### config.mk
export PLATFORM = sky130hd
export DESIGN_NAME = fare_check_flat
export DESIGN_NICKNAME = d
export VERILOG_FILES = /design/src/rtl/fare_check_if.sv /design/src/rtl/fare_check.sv /design/src/flat_wrapper.sv
export SDC_FILE = /design/constraint.sdc
export NUM_CORES = 1
export LEC_CHECK = 0
export CORE_ASPECT_RATIO = 0.6
export CORE_MARGIN = 5
export CORE_UTILIZATION = 65
export DETAILED_ROUTE_END_ITERATION = 10
export PLACE_DENSITY = 0.86
export SLEW_MARGIN = 20
export SYNTH_ARGS = -nofsm -noshare
export SYNTH_HDL_FRONTEND = slang
export SYNTH_SLANG_ARGS = --single-unit
### constraint.sdc
create_clock -name clk -period 5.34 [get_ports clk]
set_input_delay 0.534 -clock clk [delete_from_list [all_inputs] [get_ports clk]]
set_output_delay 0.534 -clock clk [all_outputs]
set_load 0.03 [all_outputs]
### src/rtl/fare_check_if.sv
// Tap/provisioning/gate signal bundle for the fare-validation stage.
// The master drives taps, loads and reduce_bal; the slave is fare_check.
interface fare_check_if #(
  parameter int unsigned ID_W  = 4,
  parameter int unsigned BAL_W = 12
);
  logic             tap_valid;
  logic [ID_W-1:0]  tap_id;
  logic             load_en;
  logic [ID_W-1:0]  load_id;
  logic [BAL_W-1:0] load_bal;
  logic             load_active;
  logic             reduce_bal;
  logic             nfc;
  logic             card_active;
  logic             fund_enough;
  logic             busy;
  logic [BAL_W-1:0] bal_out;
  logic             deduct_done;
  logic             timeout_err;

  modport master (
    output tap_valid, tap_id, load_en, load_id, load_bal, load_active, reduce_bal,
    input  nfc, card_active, fund_enough, busy, bal_out, deduct_done, timeout_err
  );

  modport slave (
    input  tap_valid, tap_id, load_en, load_id, load_bal, load_active, reduce_bal,
    output nfc, card_active, fund_enough, busy, bal_out, deduct_done, timeout_err
  );
endinterface

### src/rtl/fare_check.sv
// Fare-validation stage: card-account table, tap lookup, and a single fare
// deduction per tap on the gate's reduce_bal rising edge.
module fare_check #(
  parameter int unsigned NUM_CARDS = 16,
  parameter int unsigned ID_W      = 4,
  parameter int unsigned BAL_W     = 12,
  parameter int unsigned FARE      = 300,
  parameter int unsigned TIMEOUT   = 15
) (
  input logic         clk,
  input logic         reset,
  fare_check_if.slave bus
);

  localparam int unsigned      CntW     = $clog2(TIMEOUT + 1);
  localparam logic [BAL_W-1:0] FareW    = BAL_W'(FARE);
  localparam logic [CntW-1:0]  TimeoutW = CntW'(TIMEOUT);

  typedef enum logic [2:0] {StIdle, StLookup, StPresent, StHold, StDeduct} state_e;

  state_e           state_q, state_d;
  logic [ID_W-1:0]  cur_id_q, cur_id_d;
  logic [CntW-1:0]  cnt_q, cnt_d, hold_cnt;
  logic             reduce_q;
  logic             card_active_q, card_active_d;
  logic             fund_enough_q, fund_enough_d;
  logic [BAL_W-1:0] bal_out_q, bal_out_d;

  logic [NUM_CARDS-1:0] act_q;
  logic [BAL_W-1:0]     bal_q [NUM_CARDS];

  logic             tbl_we;
  logic [ID_W-1:0]  tbl_waddr;
  logic [BAL_W-1:0] tbl_wbal;
  logic             tbl_wact;
  logic             rise, eligible;

  always_comb begin
    state_d       = state_q;
    cur_id_d      = cur_id_q;
    cnt_d         = cnt_q;
    card_active_d = card_active_q;
    fund_enough_d = fund_enough_q;
    bal_out_d     = bal_out_q;
    tbl_we        = 1'b0;
    tbl_waddr     = bus.load_id;
    tbl_wbal      = bus.load_bal;
    tbl_wact      = bus.load_active;
    hold_cnt      = cnt_q + CntW'(1);
    rise          = bus.reduce_bal & ~reduce_q;
    eligible      = card_active_q & fund_enough_q;
    bus.nfc         = 1'b0;
    bus.busy        = 1'b1;
    bus.deduct_done = 1'b0;
    bus.timeout_err = 1'b0;

    unique case (state_q)
      StIdle: begin
        bus.busy = 1'b0;
        tbl_we   = bus.load_en;
        if (bus.tap_valid) begin
          cur_id_d = bus.tap_id;
          state_d  = StLookup;
        end
      end
      StLookup: begin
        card_active_d = act_q[cur_id_q];
        fund_enough_d = act_q[cur_id_q] & (bal_q[cur_id_q] >= FareW);
        bal_out_d     = bal_q[cur_id_q];
        state_d       = StPresent;
      end
      StPresent: begin
        bus.nfc = 1'b1;
        cnt_d   = '0;
        state_d = StHold;
      end
      StHold: begin
        cnt_d = hold_cnt;
        // A rising edge wins over an expiring count in the same cycle.
        if (rise && eligible) begin
          bal_out_d = bal_out_q - FareW;
          state_d   = StDeduct;
        end else if (hold_cnt == TimeoutW) begin
          bus.timeout_err = eligible;
          card_active_d   = 1'b0;
          fund_enough_d   = 1'b0;
          state_d         = StIdle;
        end
      end
      StDeduct: begin
        bus.deduct_done = 1'b1;
        tbl_we          = 1'b1;
        tbl_waddr       = cur_id_q;
        tbl_wbal        = bal_out_q;
        tbl_wact        = card_active_q;
        card_active_d   = 1'b0;
        fund_enough_d   = 1'b0;
        state_d         = StIdle;
      end
      default: state_d = StIdle;
    endcase
  end

  always_ff @(posedge clk) begin
    if (reset) begin
      state_q       <= StIdle;
      cur_id_q      <= '0;
      cnt_q         <= '0;
      reduce_q      <= 1'b0;
      card_active_q <= 1'b0;
      fund_enough_q <= 1'b0;
      bal_out_q     <= '0;
      act_q         <= '0;
      for (int i = 0; i < NUM_CARDS; i++) begin
        bal_q[i] <= '0;
      end
    end else begin
      state_q       <= state_d;
      cur_id_q      <= cur_id_d;
      cnt_q         <= cnt_d;
      reduce_q      <= bus.reduce_bal;
      card_active_q <= card_active_d;
      fund_enough_q <= fund_enough_d;
      bal_out_q     <= bal_out_d;
      if (tbl_we) begin
        act_q[tbl_waddr] <= tbl_wact;
        bal_q[tbl_waddr] <= tbl_wbal;
      end
    end
  end

  assign bus.card_active = card_active_q;
  assign bus.fund_enough = fund_enough_q;
  assign bus.bal_out     = bal_out_q;

endmodule

### src/flat_wrapper.sv
// flat-port wrapper written by rule: the top's interface ports become plain ports
module fare_check_flat 
#(
  parameter int unsigned NUM_CARDS = 16,
  parameter int unsigned ID_W      = 4,
  parameter int unsigned BAL_W     = 12,
  parameter int unsigned FARE      = 300,
  parameter int unsigned TIMEOUT   = 15
)
  (clk, reset, bus_tap_valid, bus_tap_id, bus_load_en, bus_load_id, bus_load_bal, bus_load_active, bus_reduce_bal, bus_nfc, bus_card_active, bus_fund_enough, bus_busy, bus_bal_out, bus_deduct_done, bus_timeout_err);
  fare_check_if #(.ID_W(ID_W), .BAL_W(BAL_W)) bus_i ();
  input logic clk;
  input logic reset;
  input wire logic [$bits(bus_i.tap_valid)-1:0] bus_tap_valid;
  input wire logic [$bits(bus_i.tap_id)-1:0] bus_tap_id;
  input wire logic [$bits(bus_i.load_en)-1:0] bus_load_en;
  input wire logic [$bits(bus_i.load_id)-1:0] bus_load_id;
  input wire logic [$bits(bus_i.load_bal)-1:0] bus_load_bal;
  input wire logic [$bits(bus_i.load_active)-1:0] bus_load_active;
  input wire logic [$bits(bus_i.reduce_bal)-1:0] bus_reduce_bal;
  output wire logic [$bits(bus_i.nfc)-1:0] bus_nfc;
  output wire logic [$bits(bus_i.card_active)-1:0] bus_card_active;
  output wire logic [$bits(bus_i.fund_enough)-1:0] bus_fund_enough;
  output wire logic [$bits(bus_i.busy)-1:0] bus_busy;
  output wire logic [$bits(bus_i.bal_out)-1:0] bus_bal_out;
  output wire logic [$bits(bus_i.deduct_done)-1:0] bus_deduct_done;
  output wire logic [$bits(bus_i.timeout_err)-1:0] bus_timeout_err;
  assign bus_i.tap_valid = bus_tap_valid;
  assign bus_i.tap_id = bus_tap_id;
  assign bus_i.load_en = bus_load_en;
  assign bus_i.load_id = bus_load_id;
  assign bus_i.load_bal = bus_load_bal;
  assign bus_i.load_active = bus_load_active;
  assign bus_i.reduce_bal = bus_reduce_bal;
  assign bus_nfc = bus_i.nfc;
  assign bus_card_active = bus_i.card_active;
  assign bus_fund_enough = bus_i.fund_enough;
  assign bus_busy = bus_i.busy;
  assign bus_bal_out = bus_i.bal_out;
  assign bus_deduct_done = bus_i.deduct_done;
  assign bus_timeout_err = bus_i.timeout_err;
  fare_check #(.NUM_CARDS(NUM_CARDS), .ID_W(ID_W), .BAL_W(BAL_W), .FARE(FARE), .TIMEOUT(TIMEOUT)) u_core (.clk(clk), .reset(reset), .bus(bus_i));
endmodule
* Word-level counts from Yosys, hierarchy flattened *
Memory sizes are Yosys's and may differ from the RTL's. A register that Yosys moved wholly into a read port is not among the register bits.
Cells that the tools add are included.

storage, ports and cells
  bits in registers = 42
  latch bits = 0
  bits in writable memories = 192
  bits in read-only memories = 0
  bits of input ports = 26
  word-level logic and storage cells = 76
  memories = 1

memory list
  name          words  bits a word  read ports  clocked after Yosys merged registers in  wr ports  line              text
  u_core.bal_q  16     12           1           1                                        16        fare_check.sv:30  logic [BAL_W-1:0] bal_q [NUM_CARDS];

operators by class
  add/subtract/negate cells = 2
  $mul = 0
  div/mod/pow operators = 0
  $lt $le $gt $ge = 4
  equality and inequality tests = 10
  shift-type cells = 0
  multiplexer cells = 36
  bitwise logic cells = 4
  reduce and logical (&&, ||, !) cells = 11

operators with widths
  cell                   count
  $mux 12                3
  $pmux 12 s2            1
  $mux 1                 17
  $bwmux 16              1
  $mux 4                 4
  $ge 12x9->1 const B    1
  $pmux 3 s4             1
  $reduce_or 12->1       1
  $sub 12x9->12 const B  1
  $lt 4x5->1 const B     2
  $mux 3                 3
  $pmux 4 s2             1
  $eq 3x2->1 const B     2
  $pmux 1 s3             2
  $reduce_and 2->1       3
  $add 4x1->4 const B    1
  $bmux 1 s4             1
  $demux 1 s4            1
  $eq 4x4->1 const B     1
  $ge 4x1->1 const B     1
  $ne 2x1->1 const B     2
  $ne 2x2->1 const B     2
  $reduce_bool 2->1      2
  $and 1x1->1            3
  9 further kinds        10

* Logic depth before layout (Yosys ltp) *
Gate-level depths: netlist of the first run.

  depth in word-level cells = 7
  gate-level depth with buffers = 9
  depth with buffers taken out = 7

* Least setup slack after synthesis of the first run *
Ideal clock, no wire load.

  path type = register to register
  from = reg u_core.state_q[1]
  to = mem u_core.bal_q[0][10] (data pin)
  data arrival time = 1.964 ns
  setup slack = 3.110 ns
  stages on the path, launching flop included = 8
  clock period less this slack = 2.230 ns
  cell sequence = dfxtp_1 -> buf_2 -> nor3b_2 -> buf_2 -> buf_2 -> mux2i_1 -> clkbuf_1 -> nor2_1

RTL lines
  element                   line               text
  start: declaration        fare_check.sv:21   state_e state_q, state_d;
  start signal: assignment  fare_check.sv:106  state_q <= StIdle;
  start signal: assignment  fare_check.sv:118  state_q <= state_d;
  end: declaration          fare_check.sv:30

* Worst setup path after layout of the first run *
  from = reg u_core.state_q[1]
  to = out bus_timeout_err

between the ends
  word-level cells in the longest chain between the ends = 2

ends and longest elaborated chain
  element           line                text
  $eq 3x2->1        fare_check.sv:57    unique case (state_q)
  $mux 1            fare_check.sv:57
  end: declaration  flat_wrapper.sv:27  output wire logic [$bits(bus_i.timeout_err)-1:0] bus_timeout_err;

Every way passes these cells.

==> impl_metrics.yaml, run 1 <==
run_status:
  status: "finished clean"
synth:
  yosys.area.top_type: "edfxtp_1"
  async_flop_share: 0
  yosysWarningCount: 0
  syn_area_um2: 10700
  synth_edf_count: 192
  synthTopCellsByArea: "edfxtp_1 54%, mux4_2 9.0%, dfxtp_1 8.6%, nor2_1 8.1%, mux4_1 3.4%"
  ys_types: 53
  syn_inst: 831
  synth.most_common_cell: "nor2_1"
  postSynthNetCount: 860
  synthFlopType: "edfxtp_1"
  synth_commonest_cells: "232 x nor2_1, 192 x edfxtp_1, 46 x dfxtp_1, 46 x nand2_1, 43 x mux4_2"
  synth.avg_cell_area_um2: 12.9
  synth_top_area_frac: 0.538
  ys_seq_area_frac: 0.624
  synth-seq-cells: 238
route:
  drt_wl_total_um: 27500
  antenna_left: 0
  via_count: 7300
  wl_per_cell_um: 25.5
  first_iter_violations: 1177
  drt_first_pass_iters: 6
  avgViaCountPerCell: 6.75
  drc: 0
global_route:
  grt-ovfl-total: 0
  antenna_found_initial: 0
  grt_pass1_vias: 7257
  grt_max_degree: 37
  grt_pass1_wl_um: 42600
  grt.total_usage: 0.297
clock_network:
  cts_hold_buf: 0
  cts_setup_buffers: 0
  clk_latency_ns: 0.52
  cts_max_level: 1
  cts.path.max_buffers: 3
  clk_pin_slew_ns: 0.06
  cts_buffers: 21
  cts_root_buf: "clkbuf_16"
  clock-sinks: 238
  cts.repair.resized: 0
  cts_tree: "done"
critical_path:
  cp-startpoint: "u_core.state_q[1]"
  worstReg2RegEnd: "u_core.bus.fund_enough"
  critPathLaunchType: "register"
  endpoint: "bus_timeout_err"
  worstPathArrival_ns: 3.18
  reg2reg_slack_ns: 2.27
  cp_data_required_time_ns: 4.81
  crit_type: "register to primary output"
  reg2reg_depth: 8
  end_kind: "primary output"
  path_max_fanout: 15
die:
  coreArea_um2: 16200
  start_util: 0.661
  die-width_um: 176
  ios: 44
  rows: 36
  die_h_um: 109
  die-area_um2: 19200
placed_design:
  io_buffers: 43
  gp_congestion: 0.882
  hpwl_um: 18600
  dp_cells: 1043
finish:
  fin_nets: 886
  syn2layout_area_growth_pct: 11.2
  antenna_cells: 0
  layout-drive-gt1-share: 0.118
  finalNonFillerCells: 1081
timing:
  fin_crit_ns: 3.71
  fin_skew_ns: 0.0221
  worst_pin_slew_ns: 1.07
  max_freq_mhz: 269
  whs_ns: 0.472
  totalNegativeSetupSlack_ns: 0
  grt_setup_unrepaired: "no"
  drv_slew: 0
  setup_viol: 0
  hold_viol: 0
  relSlewSlack: 0.287
  min_period_over_period: 0.695
pwr:
  p_leak_uw: 0.00428
  peakVddDrop_v: 0.000495
  power_density_nw_per_um2: 336
  finalPower_uw: 4000
run:
  cap_viol_max_count: 0
min_path:
  hold_path_class: "register to register"
==> cells in the final DEF, fill, tap and decap left out, types with 3 or more instances in the layout <==
| cell | netlist | final |
|---|---|---|
| a211oi_1 | 4 | 4 |
| a21o_1 | 14 | 14 |
| a22oi_1 | 10 | 10 |
| mux2i_1 | 21 | 20 |
| nand2b_1 | 9 | 9 |
| nand3_1 | 5 | 5 |
| buf_4 | 1 | 17 |
| dfxtp_1 | 46 | 44 |
| a21oi_1 | 19 | 19 |
| nor3_1 | 12 | 12 |
| a31oi_1 | 3 | 3 |
| ha_1 | 3 | 3 |
| clkdlybuf4s50_1 | 0 | 43 |
| o22ai_1 | 16 | 16 |
| mux4_1 | 14 | 14 |
| o21ai_0 | 10 | 10 |
| and2_1 | 3 | 3 |
| nand3b_1 | 4 | 4 |
| edfxtp_1 | 192 | 192 |
| inv_1 | 23 | 23 |
| nand2_1 | 46 | 46 |
| mux4_2 | 43 | 43 |
| clkbuf_16 | 0 | 21 |
| o21ai_1 | 5 | 5 |
| a22o_1 | 4 | 4 |
| clkinv_2 | 0 | 4 |
| clkinv_1 | 0 | 4 |
| nor2b_1 | 7 | 7 |
| nor2_1 | 232 | 232 |
| clkbuf_1 | 33 | 4 |
==> area by class of cell <==
type                            count  area, um^2
Sequential cell                   238        6690
Fill cell                         973        4310
Multi-Input combinational cell    513        3670
Clock buffer                       27         562
Timing Repair Buffer               60         558
Tap cell                          209         262
Inverter                           23        86.3
Clock inverter                     11        81.3
==> registers in the layout (all words and copies together) (netlist names), named ones only <==
signal	flops
u_core.bus.bal_out	12
u_core.reduce_q	1
u_core.act_q	16
u_core.state_q	3
u_core.bus.card_active	1
u_core.bus.fund_enough	1
u_core.cnt_q	4
u_core.bal_q	192
u_core.cur_id_q	4
==> worst max-delay path: stages, from the launching register on <==
cell and delay (ns):
dfxtp_1 0.53, nand2b_1 0.22, nor2_1 0.81, nand2_1 0.18, nor3_1 0.23, clkdlybuf4s50_1 0.70
==> worst min-delay path by stage <==
stage | endpoint | start | slack [ns] | cells past startpoint
after global placement | u_core.act_q[4] | u_core.act_q[4] | 0.45 | 2
after CTS | u_core.act_q[12] | u_core.act_q[12] | 0.47 | 2
final | u_core.act_q[12] | u_core.act_q[12] | 0.47 | 2
after global routing | u_core.act_q[10] | u_core.act_q[10] | 0.50 | 2
after detailed placement | u_core.act_q[12] | u_core.act_q[12] | 0.46 | 2
after floorplan | u_core.act_q[1] | u_core.act_q[1] | 0.45 | 2
==> power by group <==
| group | internal (uW) | total [uW] | switching (uW) |
|---|---|---|---|
| Sequential | 2080 | 2140 | 62.3 |
| Clock | 795 | 1460 | 666 |
| Combinational | 162 | 397 | 235 |
| Total | 3030 | 4000 | 963 |
==> kinds of logic (layout without fill, tap and decap cells) <==
| logic type | after synthesis | in the layout | share of synthesized area |
|---|---|---|---|
| flip-flops | 238 | 238 | 0.624 |
| AO/OA/AOI/OAI | 100 | 100 | 0.0621 |
| XOR/XNOR | 1 | 1 | 0.000818 |
| buffers and inverters | 80 | 121 | 0.0350 |
| AND/OR/NAND/NOR | 328 | 328 | 0.127 |
| multiplexers | 81 | 81 | 0.147 |
| adder cells (fa/ha/maj) | 3 | 3 | 0.00350 |
==> per-stage QoR <==
step	instance area, um^2	setup slack [ns]	util
6_report	11900	1.63	0.734
5_1_grt	11900	1.37	0.734
4_1_cts	11900	1.66	0.734
3_5_place_dp	11300	2.19	0.694
3_3_place_gp	11300	2.32	0.694
2_1_floorplan	10700	3.11	-
==> metal layers <==
layer / GRT usage / up-vias / routed length (um)
li1: - / 3094 / -
met3: 0.0704 / 65 / 3760
met4: 0.0790 / 0 / 819
met1: 0.431 / 3569 / 10500
met2: 0.464 / 572 / 12500
met5: 0 / - / 0
(Power assumes the default switching activity.)
==> run 2, diff against run 1 <==
CORE_UTILIZATION = 61   (was 65)
PLACE_DENSITY = 0.82   (was 0.86)
clock period = 3.6 ns   (was 5.34 ns; I/O delays follow)
==> impl_metrics.yaml, run 2 (synthesized netlist as in run 1, its figures left out) <==
route:
  drt_wl_total_um: 27000
  avgViaCountPerCell: 6.57
  drt_first_pass_iters: 5
  wl_per_cell_um: 24.2
  via_count: 7320
  antenna_left: 0
  drc: 0
  first_iter_violations: 1042
critical_path:
  worstPathArrival_ns: 2.77
  critPathMaxStageDelay_ns: 0.72
  crit_path_cell_trace: "nand2b_1 -> nor2_1 -> buf_4 -> nand2_1 -> nor3_1 -> clkdlybuf4s50_1"
  cp_num_buf_inv: 2
  cp_data_required_time_ns: 3.24
  end_kind: "primary output"
  cp-startpoint: "u_core.state_q[1]"
  slowest_stage: "clkdlybuf4s50_1"
  reg2reg_slack_ns: 0.84
  reg2reg_depth: 6
  cp_top_family: "buffers and inverters"
  crit_type: "register to primary output"
  worstReg2RegEnd: "u_core.bus.fund_enough"
  critPathLaunchType: "register"
  path_max_fanout: 15
clock_network:
  cts.repair.resized: 0
  cts_tree: "done"
  clk_latency_ns: 0.51
  cts.path.max_buffers: 3
  clk_pin_slew_ns: 0.06
  cts_setup_buffers: 0
  cts_buffers: 22
  clock-sinks: 238
  cts_max_level: 1
  cts_root_buf: "clkbuf_16"
  cts_hold_buf: 0
timing:
  setup_viol: 0
  relSlewSlack: 0.405
  fin_crit_ns: 3.13
  hold_viol: 0
  worst_pin_slew_ns: 0.887
  grt_setup_unrepaired: "no"
  totalNegativeSetupSlack_ns: 0
  fin_ws_ns: 0.470
  drv_slew: 0
  min_period_over_period: 0.869
  fin_skew_ns: 0.0135
  max_freq_mhz: 320
finish:
  largest_reg_flops: 192
  stdcell_area_um2: 12000
  top_register: "u_core.bal_q"
  antenna_cells: 0
  final_common_cell: "nor2_1"
  multi_input_area_um2: 3660
  layout-drive-gt1-share: 0.126
  seq_area_um2: 6690
  mostFrequentLayoutCells: "232 x nor2_1, 192 x edfxtp_1, 46 x nand2_1, 44 x dfxtp_1"
  syn2layout_area_growth_pct: 12.4
  finalNonFillerCells: 1114
  n_fill_cell: 1100
  fin_nets: 893
pwr:
  p_int_uw: 4580
  swShare: 0.239
  p_leak_uw: 0.00434
  peakVddDrop_v: 0.000490
  clkPwrFrac: 0.375
  comb_power_share: 0.099
  power_density_nw_per_um2: 500
  p_switching_uw: 1440
  seqPwrFrac: 0.526
placed_design:
  gp_congestion: 0.938
  dp_cells: 1074
  placed_area_um2: 11300
  hpwl_um: 18100
  place_ws_ns: 0.803
  io_buffers: 43
global_route:
  grt-ovfl-total: 0
  antenna_found_initial: 0
  grt_pass1_wl_um: 41700
  grt_max_degree: 31
  grt_pass1_vias: 7192
  grt.total_usage: 0.265
min_path:
  hold_path_class: "input pin to register"
  worstHoldStart: "bus_reduce_bal"
  hold_path_end: "u_core.reduce_q"
  worstHoldPathCells: 2
run_status:
  status: "finished clean"
run:
  cap_viol_max_count: 0
die:
  rows: 37
  start_util: 0.624
  die_h_um: 113
  die-width_um: 181
  die-area_um2: 20400
  coreArea_um2: 17200
  ios: 44
[run 2: cell count changes in the layout (fill, tap and decap cells not counted), sizes merged]
| cell | previous run | this run |
|---|---|---|
| buf | 17 | 23 |
| clkinv | 8 | 10 |
| bufinv | 1 | 0 |
| clkbuf | 27 | 28 |
[run 2: layout make-up]
| type | instances | area share |
|---|---|---|
| clock buffers | 28 | 0.0528 |
| multi-input cells | 513 | 0.304 |
| repair buffers | 66 | 0.0511 |
| inverters | 23 | 0.00717 |
| clock inverters | 12 | 0.00499 |
| well taps | 234 | 0.0243 |
| flip-flops and latches | 238 | 0.556 |
[run 2: through the flow]
step                total power, uW  utilization  hold WS [ns]
finish                         6020        0.701         0.452
global route                   6180        0.701         0.461
CTS                            6010        0.701         0.439
detailed placement             3810        0.660         0.466
global placement               3780        0.660         0.456
floorplan                      3590            -         0.447
[run 2: worst max-delay path by stage]
stage,end,slack [ns],cells after the start
after floorplan,u_core.bal_q[0][10],1.37,7
after CTS,bus_timeout_err,0.55,6
after global placement,u_core.bus.fund_enough,0.86,6
final,bus_timeout_err,0.47,6
after global routing,bus_timeout_err,0.35,6
after detailed placement,u_core.bal_q[0][4],0.80,5
[run 2: power groups by stage]
stage | combinational (uW) | sequential [uW] | clock, uW
after floorplan | 393 | 3190 | 0
after global placement | 567 | 3220 | 0
after detailed placement | 584 | 3230 | 0
after CTS | 589 | 3170 | 2250
after global routing | 632 | 3180 | 2370
final | 597 | 3170 | 2250
[run 2: metal layers]
| layer | wire (um) | GRT usage | vias to the layer above | part of all wire |
|---|---|---|---|---|
| met1 | 10600 | 0.392 | 3604 | 0.39 |
| met4 | 587 | 0.0600 | 0 | 0.022 |
| met5 | 0 | 0 | - | 0 |
| met2 | 12100 | 0.400 | 543 | 0.45 |
| li1 | - | - | 3114 | - |
| met3 | 3670 | 0.0712 | 59 | 0.14 |
